==> src/rtl/fetch_ctrl.sv <==
// Instruction fetch front end: one outstanding memory read feeding a 2-entry
// {instr, pc_next} queue toward decode, with redirect, halt and error handling.
module fetch_ctrl (
  input  logic        clk,
  input  logic        rst_n,
  output logic        imem_rd,
  output logic [15:0] imem_addr,
  input  logic        imem_done,
  input  logic [15:0] imem_rdata,
  input  logic        imem_err,
  input  logic        stall_in,
  input  logic        redirect,
  input  logic [15:0] redirect_pc,
  output logic [15:0] instr,
  output logic [15:0] pc_next,
  output logic        if_valid,
  output logic        nop_mech,
  output logic        idf_err,
  output logic        halted
);

  typedef enum logic [1:0] {S_REQ, S_IDLE, S_DRAIN, S_HALT} state_t;

  state_t      state, st_n;
  logic [15:0] pc, pc_n, addr_n, iss_pc;
  logic [1:0]  count, cnt_free, iss_cnt;
  logic        rd_n, err_n, flush, push, do_issue, consume;
  logic        rd_ptr, wr_ptr;
  logic [15:0] fifo_instr [2];
  logic [15:0] fifo_pcn   [2];

  assign if_valid = (count != 2'd0);
  assign nop_mech = ~if_valid;
  assign instr    = if_valid ? fifo_instr[rd_ptr] : 16'h0800;
  assign pc_next  = if_valid ? fifo_pcn[rd_ptr]   : 16'h0000;
  assign halted   = (state == S_HALT);
  assign consume  = if_valid & ~stall_in;
  assign cnt_free = count - {1'b0, consume};

  always_comb begin
    st_n     = state;
    rd_n     = imem_rd;
    addr_n   = imem_addr;
    pc_n     = pc;
    err_n    = idf_err;
    flush    = 1'b0;
    push     = 1'b0;
    do_issue = 1'b0;
    iss_pc   = pc;
    iss_cnt  = cnt_free;
    if (idf_err) begin
      // An error locks the block in HALT until reset.
      st_n = S_HALT;
      rd_n = 1'b0;
    end else if (redirect) begin
      flush = 1'b0 | 1'b1;
      pc_n  = redirect_pc;
      if (imem_rd && !imem_done) begin
        st_n = S_DRAIN;
      end else begin
        do_issue = 1'b1;
        iss_pc   = redirect_pc;
        iss_cnt  = 2'd0;
      end
    end else begin
      case (state)
        S_REQ: begin
          if (!imem_rd) begin
            do_issue = 1'b1;
          end else if (imem_done) begin
            if (imem_err) begin
              err_n = 1'b1;
              flush = 1'b1;
              st_n  = S_HALT;
              rd_n  = 1'b0;
            end else begin
              push = 1'b1;
              pc_n = pc + 16'd2;
              if (imem_rdata[15:11] == 5'b00000) begin
                st_n = S_HALT;
                rd_n = 1'b0;
              end else begin
                do_issue = 1'b1;
                iss_pc   = pc + 16'd2;
                iss_cnt  = cnt_free + 2'd1;
              end
            end
          end
        end
        S_IDLE:  if (consume) do_issue = 1'b1;
        // Stale data returning after a redirect is dropped, errors included.
        S_DRAIN: if (imem_done) begin
          do_issue = 1'b1;
          iss_cnt  = 2'd0;
        end
        default: rd_n = 1'b0;
      endcase
    end
    if (do_issue) begin
      if (iss_pc[0]) begin
        err_n = 1'b1;
        flush = 1'b1;
        st_n  = S_HALT;
        rd_n  = 1'b0;
      end else if (iss_cnt < 2'd2) begin
        st_n   = S_REQ;
        rd_n   = 1'b1;
        addr_n = iss_pc;
      end else begin
        st_n = S_IDLE;
        rd_n = 1'b0;
      end
    end
  end

  always_ff @(posedge clk or negedge rst_n) begin
    if (!rst_n) begin
      state     <= S_REQ;
      pc        <= 16'h0000;
      imem_rd   <= 1'b0;
      imem_addr <= 16'h0000;
      idf_err   <= 1'b0;
      count     <= 2'd0;
      rd_ptr    <= 1'b0;
      wr_ptr    <= 1'b0;
    end else begin
      state     <= st_n;
      pc        <= pc_n;
      imem_rd   <= rd_n;
      imem_addr <= addr_n;
      idf_err   <= err_n;
      if (flush) begin
        count  <= 2'd0;
        rd_ptr <= 1'b0;
        wr_ptr <= 1'b0;
      end else begin
        count <= count + {1'b0, push} - {1'b0, consume};
        if (push)    wr_ptr <= ~wr_ptr;
        if (consume) rd_ptr <= ~rd_ptr;
      end
    end
  end

  // Queue payload carries no reset; the output mux masks it while empty.
  always_ff @(posedge clk) begin
    if (push) begin
      fifo_instr[wr_ptr] <= imem_rdata;
      fifo_pcn[wr_ptr]   <= pc + 16'd2;
    end
  end

endmodule

==> config.mk <==
export PLATFORM = sky130hd
export DESIGN_NAME = fetch_ctrl
export DESIGN_NICKNAME = d
export VERILOG_FILES = /design/src/rtl/fetch_ctrl.sv
export SDC_FILE = /design/constraint.sdc
export NUM_CORES = 1
export LEC_CHECK = 0
export CAP_MARGIN = 0
export CORE_ASPECT_RATIO = 1.1
export CORE_UTILIZATION = 45
export CTS_CLUSTER_DIAMETER = 80
export DETAILED_ROUTE_END_ITERATION = 6
export HOLD_SLACK_MARGIN = 0.06
export PLACE_DENSITY = 0.7
export SLEW_MARGIN = 10
export SYNTH_ARGS = -nofsm -noshare
export SYNTH_HDL_FRONTEND = slang
export SYNTH_SLANG_ARGS = --single-unit
==> constraint.sdc <==
create_clock -name clk -period 6.54 [get_ports clk]
set_input_delay 1.308 -clock clk [delete_from_list [all_inputs] [get_ports clk]]
set_output_delay 1.308 -clock clk [all_outputs]
set_load 0.03 [all_outputs]
==> results of run 1 <==
-- logic make-up after synthesis --
logic type,after synthesis
and+or+nand+nor,147
AOI/OAI and AO/OA,117
DFF,103
buffers and inverters,52
muxes,40
xor gates and xnor gates,24
adders and majority gates,8
other,1
-- final timing paths --
kind,from,end,depth (start not counted)
min reg2reg,imem_addr[7]$_DFFE_PN0P_,imem_addr[7]$_DFFE_PN0P_,2
min,imem_addr[7]$_DFFE_PN0P_,imem_addr[7]$_DFFE_PN0P_,2
max in group asynchronous,rst_n,rd_ptr$_DFFE_PN0P_,1
max reg2reg,imem_rd$_DFFE_PN0P_,imem_addr[8]$_DFFE_PN0P_,5
max,count[1]$_DFF_PN0_,nop_mech,3
min in group asynchronous,rst_n,imem_addr[3]$_DFFE_PN0P_,1
-- report_power, final --
part           internal (uW)  switching, uW  total, uW
clock network            341            247        588
logic                    342            430        772
registers                737           95.6        832
total                   1420            773       2190
-- state kept, by name (all words and copies together) (netlist names) --
name / flops
rd_ptr: 1
fifo_instr: 32
state: 2
wr_ptr: 1
idf_err: 1
imem_rd: 1
pc: 16
count: 2
imem_addr: 15
fifo_pcn: 32
-- area by class of cell --
cell class                      count  share of cell area, %
Clock buffer                        9                   3.43
Clock inverter                      7                   1.60
Inverter                           14                  0.800
Multi-Input combinational cell    337                   33.3
Sequential cell                   103                   44.1
Tap cell                          150                   2.86
Timing Repair Buffer               93                   13.9
-- worst max-delay path: stages, from the launching register on --
cell	delay, ns
dfrtp_1	0.43
or2_2	0.32
inv_1	0.70
clkdlybuf4s50_1	0.82
-- through the flow --
step           hold WS (ns)  setup WS [ns]
6_report              0.494           2.61
3_5_place_dp          0.474           2.27
5_1_grt               0.537           2.37
4_1_cts               0.497           2.54
2_1_floorplan         0.519           2.67
3_3_place_gp          0.471           2.45
-- per-layer routing --
| layer | part of all wire (%) | vias to the layer above | wire [um] | track usage (%) |
|---|---|---|---|---|
| met5 | 0 | - | 0 | 0 |
| met4 | 1.8 | 0 | 209 | 7.78 |
| met3 | 7.7 | 20 | 900 | 4.11 |
| met2 | 45 | 184 | 5190 | 32.2 |
| met1 | 46 | 1882 | 5360 | 26.9 |
| li1 | - | 1920 | - | - |
-- placed cells by master, fill, tap and decap left out, types with 11 or more instances in the layout --
| cell | instances |
|---|---|
| xnor2_1 | 14 |
| o21ai_0 | 31 |
| a22oi_1 | 11 |
| nor2_1 | 63 |
| dfrtp_1 | 38 |
| a21oi_1 | 22 |
| mux2i_1 | 38 |
| edfxtp_1 | 64 |
| inv_1 | 13 |
| nand2_1 | 34 |
| clkdlybuf4s50_1 | 88 |
==> flow_summary.yaml, run 1 <==
yosys:
  synth_adder_area_share_pct: 1.88
  synthMuxAreaShare_pct: 7.65
  synth-main-ff-cell: "edfxtp_1"
  synth_top_cell_by_area: "edfxtp_1"
  yosysTopAreaCellShare_pct: 36.2
  synth_warnings: 0
  synth_nets: 538
  synth-edff-count: 64
  syn_inst: 492
  syn_avg_cell_area_um2: 10.8
  synth_xor_area_share_pct: 3.96
  ys_top_cells_by_count: "edfxtp_1 (64), nor2_1 (64), dfrtp_1 (39), mux2i_1 (38), nand2_1 (34)"
  synth_area_um2: 5310
  yosys.area_share.simple_pct: 12.7
  synthDistinctLibCells: 63
  synth-seq-cells: 103
  synth_compound_area_share_pct: 14.9
  synthArstFlopShare_pct: 37.9
  ys_seq_area_share_pct: 54.5
  synth_top_family_by_area: "compound AO/OA/AOI/OAI gates"
  netlist_top_cells_area: "edfxtp_1 (36%), dfrtp_1 (18%), mux2i_1 (7.2%)"
pwr:
  p_leak_uw: 0.00253
  powerDensity_nw_per_um2: 334
  p_total_uw: 2190
  ir_drop_uv: 184
clock_tree:
  clock-root-buffer: "clkbuf_16"
  hold_buffers: 0
  cts_sinks: 103
  htree_levels: 3
  cts_tree: "yes"
  clk_latency_ns: 0.35
  clockBufferDepth: 2
  post_cts_buffers: 0
  numCtsBuffers: 9
  clk_pin_slew_ns: 0.07
  post_cts_resized: 0
cells_and_area:
  area_delta_synth_final_pct: 23.7
  fillCellCount: 1014
  seq_area_um2: 2900
  finalInstanceArea_um2: 6570
  final_util_pct: 57.2
  final_cells: 713
  multi_input_comb_area_um2: 2190
  drive_gt1_share_pct: 6.39
  final_nets: 604
  diodes: 0
setup_path:
  cp_data_arrival_time_ns: 2.63
  end_kind: "primary output"
  crit_fanout: 32
  r2r_setup_slack_ns: 3.67
  cp_data_required_time_ns: 5.23
  path_class: "reg -> out"
  worstSetupStartpointType: "flip-flop"
drt:
  drtIter0Drc: 372
  drc: 0
  routedWlPerCell_um: 16.3
  num_vias: 4006
  viasPerCell: 5.62
  firstDrtPassIters: 5
  routed_wl_um: 11700
  postRouteAntennaNets: 0
floorplan:
  ios: 91
  num_rows: 41
  start_util_pct: 46.2
  fp.dieH_um: 116
  coreArea_um2: 11500
  dieArea_um2: 12200
  dieWidth_um: 106
timing:
  max_slew_margin_pct: 29.9
  slew_viol_final: 0
  final_hold_viol_count: 0
  min_period_ns: 3.93
  tns_ns: 0
  clock-skew-final_ns: 0.0107
  fmax_mhz: 254
  fin_crit_sh_pct: 60.2
  rsz0062_at_grt: "false"
  worstMarginPinSlew_ns: 1.05
  finalSetupViolCount: 0
place:
  placedInstanceArea_um2: 6240
  portBuffers: 89
  placed_cells: 697
  hpwl_um: 8030
  gp_congestion: 0.907
grt:
  grt_pass1_wl_um: 19300
  antenna_found_initial: 0
  grtUsageTotal_pct: 20.0
  grt_max_degree: 45
  overflow: 0
  grt_pass1_vias: 3924
job:
  cap_viol_max_count: 0
status:
  status: "complete, no violations"
worst_hold_path:
  hp-class: "reg -> reg"
No activity file was read; power rests on OpenSTA's default activity.
==> run 2: changes to the inputs <==
--- a/config.mk
+++ b/config.mk
@@ -11,7 +11,7 @@
 export CTS_CLUSTER_DIAMETER = 80
 export DETAILED_ROUTE_END_ITERATION = 6
 export HOLD_SLACK_MARGIN = 0.06
-export PLACE_DENSITY = 0.7
+export PLACE_DENSITY = 0.72
 export SLEW_MARGIN = 10
 export SYNTH_ARGS = -nofsm -noshare
 export SYNTH_HDL_FRONTEND = slang
==> constraint.sdc (replaced) <==
create_clock -name clk -period 3.4 [get_ports clk]
set_input_delay 0.68 -clock clk [delete_from_list [all_inputs] [get_ports clk]]
set_output_delay 0.68 -clock clk [all_outputs]
set_load 0.03 [all_outputs]
==> flow_summary.yaml, run 2 (synthesis gave the netlist of run 1 again) <==
status:
  status: "finished with violations"
  violations: "DRC"
timing:
  tns_ns: 0
  clock-skew-final_ns: 0.00734
  worstMarginPinSlew_ns: 0.897
  max_slew_margin_pct: 40.2
  final_hold_viol_count: 0
  rsz0062_at_grt: "false"
  finalSetupViolCount: 0
  min_period_ns: 2.93
  fmax_mhz: 342
  slew_viol_final: 0
  fin_crit_sh_pct: 86.0
clock_tree:
  clk_pin_slew_ns: 0.07
  hold_buffers: 0
  clockBufferDepth: 2
  clock-root-buffer: "clkbuf_16"
  clk_latency_ns: 0.34
  cts_tree: "yes"
  post_cts_buffers: 0
  cts_sinks: 103
  post_cts_resized: 0
  htree_levels: 3
  numCtsBuffers: 9
floorplan:
  ios: 91
  num_rows: 41
  dieWidth_um: 106
  dieArea_um2: 12200
  coreArea_um2: 11500
  fp.dieH_um: 116
  start_util_pct: 46.2
pwr:
  ir_drop_uv: 347
  p_leak_uw: 0.00257
  p_int_uw: 2720
  p_sw_share_pct: 34.5
  share_comb_of_total_power_pct: 37.3
  p_total_uw: 4160
  clkPwrFrac_pct: 25.4
  seqPwrFrac_pct: 37.4
  power_switching_uw: 1430
  powerDensity_nw_per_um2: 627
drt:
  routedWlPerCell_um: 16.3
  firstDrtPassIters: 7
  drc: 5
  postRouteAntennaNets: 0
  drtIter0Drc: 369
  routed_wl_um: 11800
  viasPerCell: 5.59
  num_vias: 4034
setup_path:
  cp_data_arrival_time_ns: 2.25
  worstSetupStartpoint: "rd_ptr$_DFFE_PN0P_"
  r2r_setup_slack_ns: 0.95
  worst_r2r_endpoint: "imem_addr[9]$_DFFE_PN0P_"
  path_class: "reg -> out"
  worstSetupStartpointType: "flip-flop"
  reg2reg_depth: 7
  cp_data_required_time_ns: 2.72
  crit_end: "instr[6]"
  r2r_start: "pc[1]$_DFFE_PN0P_"
  end_kind: "primary output"
  crit_fanout: 18
grt:
  grt_pass1_wl_um: 19500
  grt_max_degree: 40
  overflow: 0
  grt_pass1_vias: 3799
  antenna_found_initial: 0
  grtUsageTotal_pct: 20.4
cells_and_area:
  top_regs: "fifo_instr x32, fifo_pcn x32, pc x16"
  layout_common_cells: "clkdlybuf4s50_1 (88), edfxtp_1 (64), nor2_1 (63)"
  drive_gt1_share_pct: 7.52
  final_common_cell: "clkdlybuf4s50_1"
  final_nets: 613
  diodes: 0
  area_delta_synth_final_pct: 24.8
place:
  hpwl_um: 8260
  portBuffers: 89
  gp_congestion: 0.882
worst_hold_path:
  hp-class: "in -> async"
job:
  cap_viol_max_count: 0
-- run 2: cell type report --
class	count	area, um^2
Clock inverter	2	38.8
Sequential cell	103	2900
Multi-Input combinational cell	337	2190
Inverter	14	52.6
Fill cell	1002	4860
Clock buffer	14	274
Tap cell	150	188
Timing Repair Buffer	102	996
-- run 2: worst max-delay path, stage by stage (launching register included) --
cell	delay [ns]
dfrtp_2	0.68
buf_4	0.32
mux2i_1	0.10
nor2_1	0.11
clkdlybuf4s50_1	0.68
-- run 2: layer usage --
| layer | track usage [%] | routed length, um | part of all wire, % | vias to the layer above |
|---|---|---|---|---|
| met4 | 7.50 | 150 | 1.3 | 0 |
| met2 | 32.7 | 5460 | 46 | 166 |
| met1 | 28.3 | 5410 | 46 | 1913 |
| met5 | 0 | 0 | 0 | - |
| met3 | 3.26 | 730 | 6.2 | 13 |
| li1 | - | - | - | 1942 |
-- run 2: stage by stage --
stage	hold slack (ns)	util, %	std cells	worst slack [ns]	cell area [um^2]
2_1_floorplan	0.384	-	492	0.157	5310
6_report	0.465	57.7	722	0.474	6630
4_1_cts	0.492	57.7	722	0.439	6630
5_1_grt	0.526	57.7	722	0.314	6630
3_3_place_gp	0.468	55.0	706	0.458	6320
3_5_place_dp	0.473	55.0	706	0.413	6320
-- run 2: power groups by stage --
stage	clock (uW)	combinational (uW)	sequential (uW)
floorplan	0	960	1550
global placement	0	1540	1570
detailed placement	0	1560	1580
CTS	1080	1570	1550
global route	1120	1660	1570
finish	1050	1550	1550
-- run 2: worst min-delay path by stage --
| stage | start | endpoint | slack [ns] | depth (start not counted) |
|---|---|---|---|---|
| detailed placement | imem_addr[10]$_DFFE_PN0P_ | imem_addr[10]$_DFFE_PN0P_ | 0.47 | 2 |
| finish | rst_n | imem_addr[1]$_DFFE_PN0P_ | 0.46 | 1 |
| CTS | rst_n | imem_addr[2]$_DFFE_PN0P_ | 0.49 | 1 |
| global placement | imem_addr[11]$_DFFE_PN0P_ | imem_addr[11]$_DFFE_PN0P_ | 0.47 | 2 |
| floorplan | rst_n | count[0]$_DFF_PN0_ | 0.38 | 0 |
| global route | imem_addr[11]$_DFFE_PN0P_ | imem_addr[11]$_DFFE_PN0P_ | 0.53 | 2 |
==> run 3: changes to the inputs <==
==> constraint.sdc (replaced) <==
create_clock -name clk -period 2.5 [get_ports clk]
set_input_delay 0.5 -clock clk [delete_from_list [all_inputs] [get_ports clk]]
set_output_delay 0.5 -clock clk [all_outputs]
set_load 0.03 [all_outputs]
==> flow_summary.yaml, run 3 (synthesis gave the netlist of run 1 again) <==
status:
  status: "complete, no violations"
cells_and_area:
  layout_common_cells: "edfxtp_1 (64), nor2_1 (63), clkdlybuf4s50_1 (56)"
  top_regs: "fifo_instr x32, fifo_pcn x32, pc x16"
  drive_gt1_share_pct: 14.1
  final_common_cell: "edfxtp_1"
  area_delta_synth_final_pct: 30.6
  final_nets: 650
  final_util_pct: 60.4
  final_cells: 759
  diodes: 0
  fillCellCount: 1005
timing:
  rsz0062_at_grt: "true"
  slew_viol_final: 0
  fmax_mhz: 414
  final_hold_viol_count: 0
  hold_slack_ns: 0.180
  tns_ns: 0
  worstMarginPinSlew_ns: 0.668
  min_period_ns: 2.41
  fin_crit_sh_pct: 96.6
  finalSetupViolCount: 0
  max_slew_margin_pct: 55.4
  clock-skew-final_ns: 0.00615
place:
  portBuffers: 89
  gp_congestion: 0.909
  hpwl_um: 8900
  placed_cells: 742
clock_tree:
  cts_sinks: 103
  cts_tree: "yes"
  clk_latency_ns: 0.35
  clock-root-buffer: "clkbuf_16"
  clk_pin_slew_ns: 0.07
  hold_buffers: 0
  numCtsBuffers: 9
  htree_levels: 3
  clockBufferDepth: 2
drt:
  postRouteAntennaNets: 0
  viasPerCell: 5.47
  routedWlPerCell_um: 16.3
  firstDrtPassIters: 6
  drc: 0
  drtIter0Drc: 488
  num_vias: 4152
  routed_wl_um: 12300
grt:
  grt_pass1_vias: 4033
  antenna_found_initial: 0
  overflow: 0
  grtUsageTotal_pct: 21.1
  grt_pass1_wl_um: 20000
  grt_max_degree: 33
floorplan:
  fp.dieH_um: 116
  num_rows: 41
  start_util_pct: 46.2
  ios: 91
  coreArea_um2: 11500
  dieWidth_um: 106
  dieArea_um2: 12200
setup_path:
  cp_data_required_time_ns: 2.73
  end_kind: "flip-flop"
  cp_data_arrival_time_ns: 2.64
  reg2reg_depth: 9
  crit_fanout: 6
  path_class: "in -> reg"
  worstSetupStartpointType: "input port"
pwr:
  p_leak_uw: 0.00284
  powerDensity_nw_per_um2: 821
  p_total_uw: 5690
  ir_drop_uv: 419
job:
  cap_viol_max_count: 0
worst_hold_path:
  hp-class: "in -> async"
-- run 3: layer usage --
metal	routed length, um	track usage, %	vias up
met5	0	0	-
met4	176	7.41	0
met3	840	3.77	15
met2	5720	34.6	178
met1	5610	28.4	1945
li1	-	-	2014
-- run 3: per-stage QoR --
step                worst slack [ns]  area [um^2]
floorplan                      0.117         5320
finish                        0.0855         6940
CTS                           0.0996         6920
global placement              -0.213         6630
global route                -0.00791         6940
detailed placement            -0.253         6630
-- run 3: worst paths after layout --
kind | end | start | slack [ns]
setup reg to reg | imem_addr[9]$_DFFE_PN0P_ | state[0]$_DFFE_PN0P_ | 0.15
min in group clk | imem_addr[7]$_DFFE_PN0P_ | imem_addr[7]$_DFFE_PN0P_ | 0.50
hold reg to reg | imem_addr[7]$_DFFE_PN0P_ | imem_addr[7]$_DFFE_PN0P_ | 0.50
max in group asynchronous | pc[5]$_DFFE_PN0P_ | rst_n | 1.76
setup / recovery | imem_addr[6]$_DFFE_PN0P_ | imem_rdata[11] | 0.09
hold / removal | imem_addr[5]$_DFFE_PN0P_ | rst_n | 0.18
-- run 3: report_power, final --
group	switching (uW)	total [uW]	internal, uW
clock network	629	1540	912
logic	1250	2080	824
registers	145	2080	1930
-- run 3: area by class of cell --
class	instances	area, um^2	area share, %
sequential	103	2900	41.8
clock buffer	10	239	3.44
tap	150	188	2.70
clock inverter	6	91.3	1.32
multi-input combinational	337	2200	31.7
inverter	14	52.6	0.757
timing repair buffer	139	1270	18.3
-- run 3: repair_timing --
item | CTS | global route
buffers inserted | 0 | 1
resized for setup | 31 | 2
endpoints found under the setup margin | 31 | 13
-- run 3: worst max-delay path: stages --
cell and delay (ns):
clkdlybuf4s50_1 0.44, or4_4 0.61, buf_4 0.17, o21ai_4 0.23, nor2_1 0.08, xor2_1 0.14, a222oi_1 0.36, o21ai_1 0.10
==> edit 1 (config.mk and constraints of run 2) <==
Reset style: synchronous (`rst_n`), changed in one clocked block.
--- a/src/rtl/fetch_ctrl.sv
+++ b/src/rtl/fetch_ctrl.sv
@@ -115,3 +115,3 @@
 
-  always_ff @(posedge clk or negedge rst_n) begin
+  always_ff @(posedge clk) begin
     if (!rst_n) begin
Check against the original RTL: differs if rst_n is asserted again (counterexample within 4 cycles, from zero or initial values and one cycle with rst_n low); with rst_n held inactive, the same outputs for 4 cycles.
==> edit 1 against run 2 <==
Final cell count rose by 6.1%; critical endpoint is now imem_addr[9]; non-clock buffer count up 4; sequential cell count rose by 1; critical path depth is 3 higher; count of clock-buffer cells in the layout decreased by 5; setup slack lost 0.034 ns; register-to-register slack got worse by 0.11 ns; clock skew grew 0.0066 ns; area after synthesis up 2.4%; sequential power increased by 3%; synthesized cell count grew 9.6%; total power decreased by 5.1%; wire length up 15%; cell area grew 2.0%.
==> edit 1: results (changes against run 2) <==
Nets=657 (was 613); HPWL after DPL=9490 um (was 8260 um); GRT Resource Usage Total=22.2% (was 20.4%); CP max stage delay=0.61 ns (was 0.68 ns); R2R Path End=imem_addr[7] (was imem_addr[9]); Seq area share=40.2% (was 43.7%); multi-input logic area=2460 um2 (was 2190 um2); asr flop ratio synth=0% (was 37.9%); Pleak=2.30 nW (was 2.57 nW); DR pass1 iterations=5 (was 7); Setup Skew=0.0139 ns (was 0.00734 ns); CP top delay family=simple AND/OR/NAND/NOR gates (was buffers and inverters); commonest cells in the netlist=nor2_1 (73), edfxtp_1 (64), nand2_1 (42), dfxtp_1 (40), mux2i_1 (40) (was edfxtp_1 (64), nor2_1 (64), dfrtp_1 (39), mux2i_1 (38), nand2_1 (34)); Fill cells=1037 (was 1002); Netlist cell types=73 (was 63); layout cells sized above 1=9.25% (was 7.52%); number of global-route vias before repair=4240 (was 3799); P_seq=0.00159 W (was 0.00155 W); Seq/Total Area, Yosys=50.1% (was 54.5%); R2R setup slack=0.84 ns (was 0.95 ns); Tightest Pin Transition=0.546 ns (was 0.897 ns); multi-input gates=376 (was 337); gpl congestion=0.923 (was 0.882); status=finished, final reports clean (was finished, violations left); DRT iter0 DRCs=518 (was 369); Non-clock buffer share=15.2% (was 15.0%); Power Total=0.00394 W (was 0.00416 W); Hold Crit Class=reg2reg (was in2async); WHS=0.468 ns (was 0.465 ns); Net Count, Synth=585 (was 538); first-pass GRT wire length=21900 um (was 19500 um); post-DR vias/cell=5.77 (was 5.59)
edit 1: changes by cell type in the layout (fill, tap and decap cells not counted), sizes merged, moves of 4 or more:
cell,delta
dfxtp,+40
o31ai,+6
nor4,+7
clkbuf,-5
dfrtp,-39
buf,+4
o21ai,-10
nand4,+4
a21oi,+7
nor2,+9
nand2,+7
o221a,+4
a222oi,-6
edit 1: through the flow:
stage / std cells / setup WS [ns] / cell area (um2) / utilization [%]
final: 766 / 0.440 / 6770 / 58.1
after global routing: 766 / 0.354 / 6770 / 58.1
after global placement: 750 / 0.171 / 6450 / 55.4
after floorplan: 539 / 0.212 / 5440 / -
after CTS: 766 / 0.452 / 6770 / 58.1
after detailed placement: 750 / 0.119 / 6450 / 55.4
edit 1: cell families (layout without fill, tap and decap cells):
logic type | count (synthesis) | after routing | synth area share (%)
xor+xnor | 19 | 19 | 3.06
fa+ha+maj | 8 | 8 | 1.84
flops | 104 | 104 | 50.1
other cells | 1 | 1 | 0.0689
simple gates | 183 | 183 | 16.5
compound gates | 124 | 124 | 15.9
buf+inv | 59 | 136 | 4.81
mux | 41 | 41 | 7.78
edit 1: layer usage:
metal	part of all wire, %	track usage, %
met5	0	0
met4	2.0	7.96
met3	7.2	3.72
met2	46	35.0
met1	44	30.7
edit 1: worst max path at each step:
stage	from	to	slack (ns)	cells past startpoint
2_1_floorplan	redirect	fifo_instr[0][0]	0.21	4
5_1_grt	count[1]	pc_next[15]	0.35	5
4_1_cts	count[1]	nop_mech	0.45	4
6_report	imem_rdata[11]	imem_addr[9]	0.44	7
3_5_place_dp	imem_rdata[11]	imem_addr[9]	0.12	7
3_3_place_gp	imem_rdata[11]	imem_addr[9]	0.17	7
==> edit 2 (config.mk and constraints of run 2) <==
Without the edit above. Put one more register stage on the output `idf_err`, with the module's reset. The value now appears one clock later. The other outputs are not delayed to match.
--- a/src/rtl/fetch_ctrl.sv
+++ b/src/rtl/fetch_ctrl.sv
@@ -23,2 +23,4 @@
 
+  logic idf_err_s0;
+
   state_t      state, st_n;
@@ -44,3 +46,3 @@
     pc_n     = pc;
-    err_n    = idf_err;
+    err_n    = idf_err_s0;
     flush    = 1'b0;
@@ -50,3 +52,3 @@
     iss_cnt  = cnt_free;
-    if (idf_err) begin
+    if (idf_err_s0) begin
       // An error locks the block in HALT until reset.
@@ -121,3 +123,3 @@
       imem_addr <= 16'h0000;
-      idf_err   <= 1'b0;
+      idf_err_s0 <= 1'b0;
       count     <= 2'd0;
@@ -130,3 +132,3 @@
       imem_addr <= addr_n;
-      idf_err   <= err_n;
+      idf_err_s0 <= err_n;
       if (flush) begin
@@ -151,2 +153,10 @@
 
+  always_ff @(posedge clk or negedge rst_n) begin
+    if (!rst_n) begin
+      idf_err <= '0;
+    end else begin
+      idf_err <= idf_err_s0;
+    end
+  end
+
 endmodule
Behaviour: not the same (Yosys sat finds a counterexample within 4 cycles, from zero or initial values and one cycle with rst_n low).
==> edit 2 against run 2 <==
Wire length is 0.31% lower; cell area is 0.23% lower; via count hardly changed; critical path type unchanged; clock power is 9% lower; total power is 2.2% lower; setup slack worse by 0.047 ns; sequential cell count is 1 higher; largest power group is now combinational cells; area after synthesis is 0.47% higher; highest routed layer unchanged.
==> edit 2: results (changes against run 2) <==
Nets=614 (was 613); status=finished, final reports clean (was finished, violations left); Routed WL=11700 um (was 11800 um); port bufs=89 (unchanged); DR pass1 iterations=5 (was 7); first-pass GRT wire length=19100 um (was 19500 um); number of global-route vias before repair=3910 (was 3799); relative slew slack=38.6% (was 40.2%); GRT Resource Usage Total=19.8% (was 20.4%); Int Pwr=0.00260 W (was 0.00272 W); commonest cells in the netlist=edfxtp_1 (64), nor2_1 (64), dfrtp_1 (40), mux2i_1 (38), nand2_1 (34) (was edfxtp_1 (64), nor2_1 (64), dfrtp_1 (39), mux2i_1 (38), nand2_1 (34)); Setup Skew=0.00698 ns (was 0.00734 ns); HPWL after DPL=8230 um (was 8260 um); pin count of the biggest net entering global routing=41 (was 40); layout cells sized above 1=7.33% (was 7.52%); slowest CP cell=clkdlybuf4s50_1 (was dfrtp_2); Net Count, Synth=539 (was 538); R2R setup slack=0.93 ns (was 0.95 ns); Pleak=2.56 nW (was 2.57 nW); post-DR vias/cell=5.59 (about the same); Seq/Total Area, Yosys=54.7% (was 54.5%); Max VDD drop=0.000330 V (was 0.000347 V); DRT iter0 DRCs=350 (was 369); Hold Crit Class=in2async (unchanged); Placed Instance Area=6350 um2 (was 6320 um2); asr flop ratio synth=38.5% (was 37.9%)
[edit 2: cell families (layout without fill, tap and decap cells)]
logic type	count (synthesis)	count (layout)	share of synthesized area, %
compound gates	117	117	14.8
other cells	1	1	0.0702
mux	40	40	7.62
flops	104	104	54.7
simple gates	147	147	12.6
buf+inv	52	132	4.36
xor+xnor	24	24	3.94
fa+ha+maj	8	8	1.87
[edit 2: final cells by class]
type                            instances  share of cell area, %
Sequential cell                       104                   44.2
Tap cell                              150                   2.84
Timing Repair Buffer                  102                   15.0
Inverter                               14                  0.794
Clock buffer                           10                   3.46
Multi-Input combinational cell        337                   33.0
Clock inverter                          6                  0.662
[edit 2: worst max-delay path by stage]
| stage | from | endpoint | slack (ns) | cells past startpoint |
|---|---|---|---|---|
| CTS | rd_ptr | pc_next[7] | 0.40 | 4 |
| detailed placement | stall_in | imem_addr[15] | 0.40 | 10 |
| floorplan | redirect | fifo_instr[0][0] | 0.16 | 5 |
| global route | rd_ptr | pc_next[12] | 0.31 | 4 |
| finish | rd_ptr | pc_next[7] | 0.43 | 4 |
| global placement | stall_in | imem_addr[15] | 0.46 | 10 |
[edit 2: critical path: cells and delay by family (launching register included)]
kind | cells | cell delay (ns)
flops | 1 | 0.52
mux | 1 | 0.15
buf+inv | 2 | 1.14
simple gates | 1 | 0.13
[edit 2: power by group through the flow]
| stage | clock network, W | registers [W] | logic [W] |
|---|---|---|---|
| 2_1_floorplan | 0 | 0.00157 | 0.000960 |
| 3_3_place_gp | 0 | 0.00156 | 0.00156 |
| 3_5_place_dp | 0 | 0.00156 | 0.00158 |
| 4_1_cts | 0.000981 | 0.00154 | 0.00159 |
| 5_1_grt | 0.00103 | 0.00155 | 0.00167 |
| 6_report | 0.000956 | 0.00154 | 0.00157 |
[edit 2: through the flow]
stage          hold slack (ns)  utilization, %  cells  worst slack (ns)  power [W]
6_report                 0.465            57.6    723             0.428    0.00407
5_1_grt                  0.533            57.6    723             0.311    0.00426
4_1_cts                  0.486            57.6    723             0.396    0.00411
3_5_place_dp             0.475            55.2    707             0.398    0.00315
3_3_place_gp             0.469            55.2    707             0.457    0.00312
2_1_floorplan            0.384               -    493             0.158    0.00253
[edit 2: metal layers]
metal  vias up  part of all wire (%)  global-route usage, %
met5         -                     0                      0
met4         0                   1.9                   8.06
met3        18                   6.6                   3.79
met2       170                    45                   31.6
met1      1900                    46                   26.8
li1       1950                     -                      -
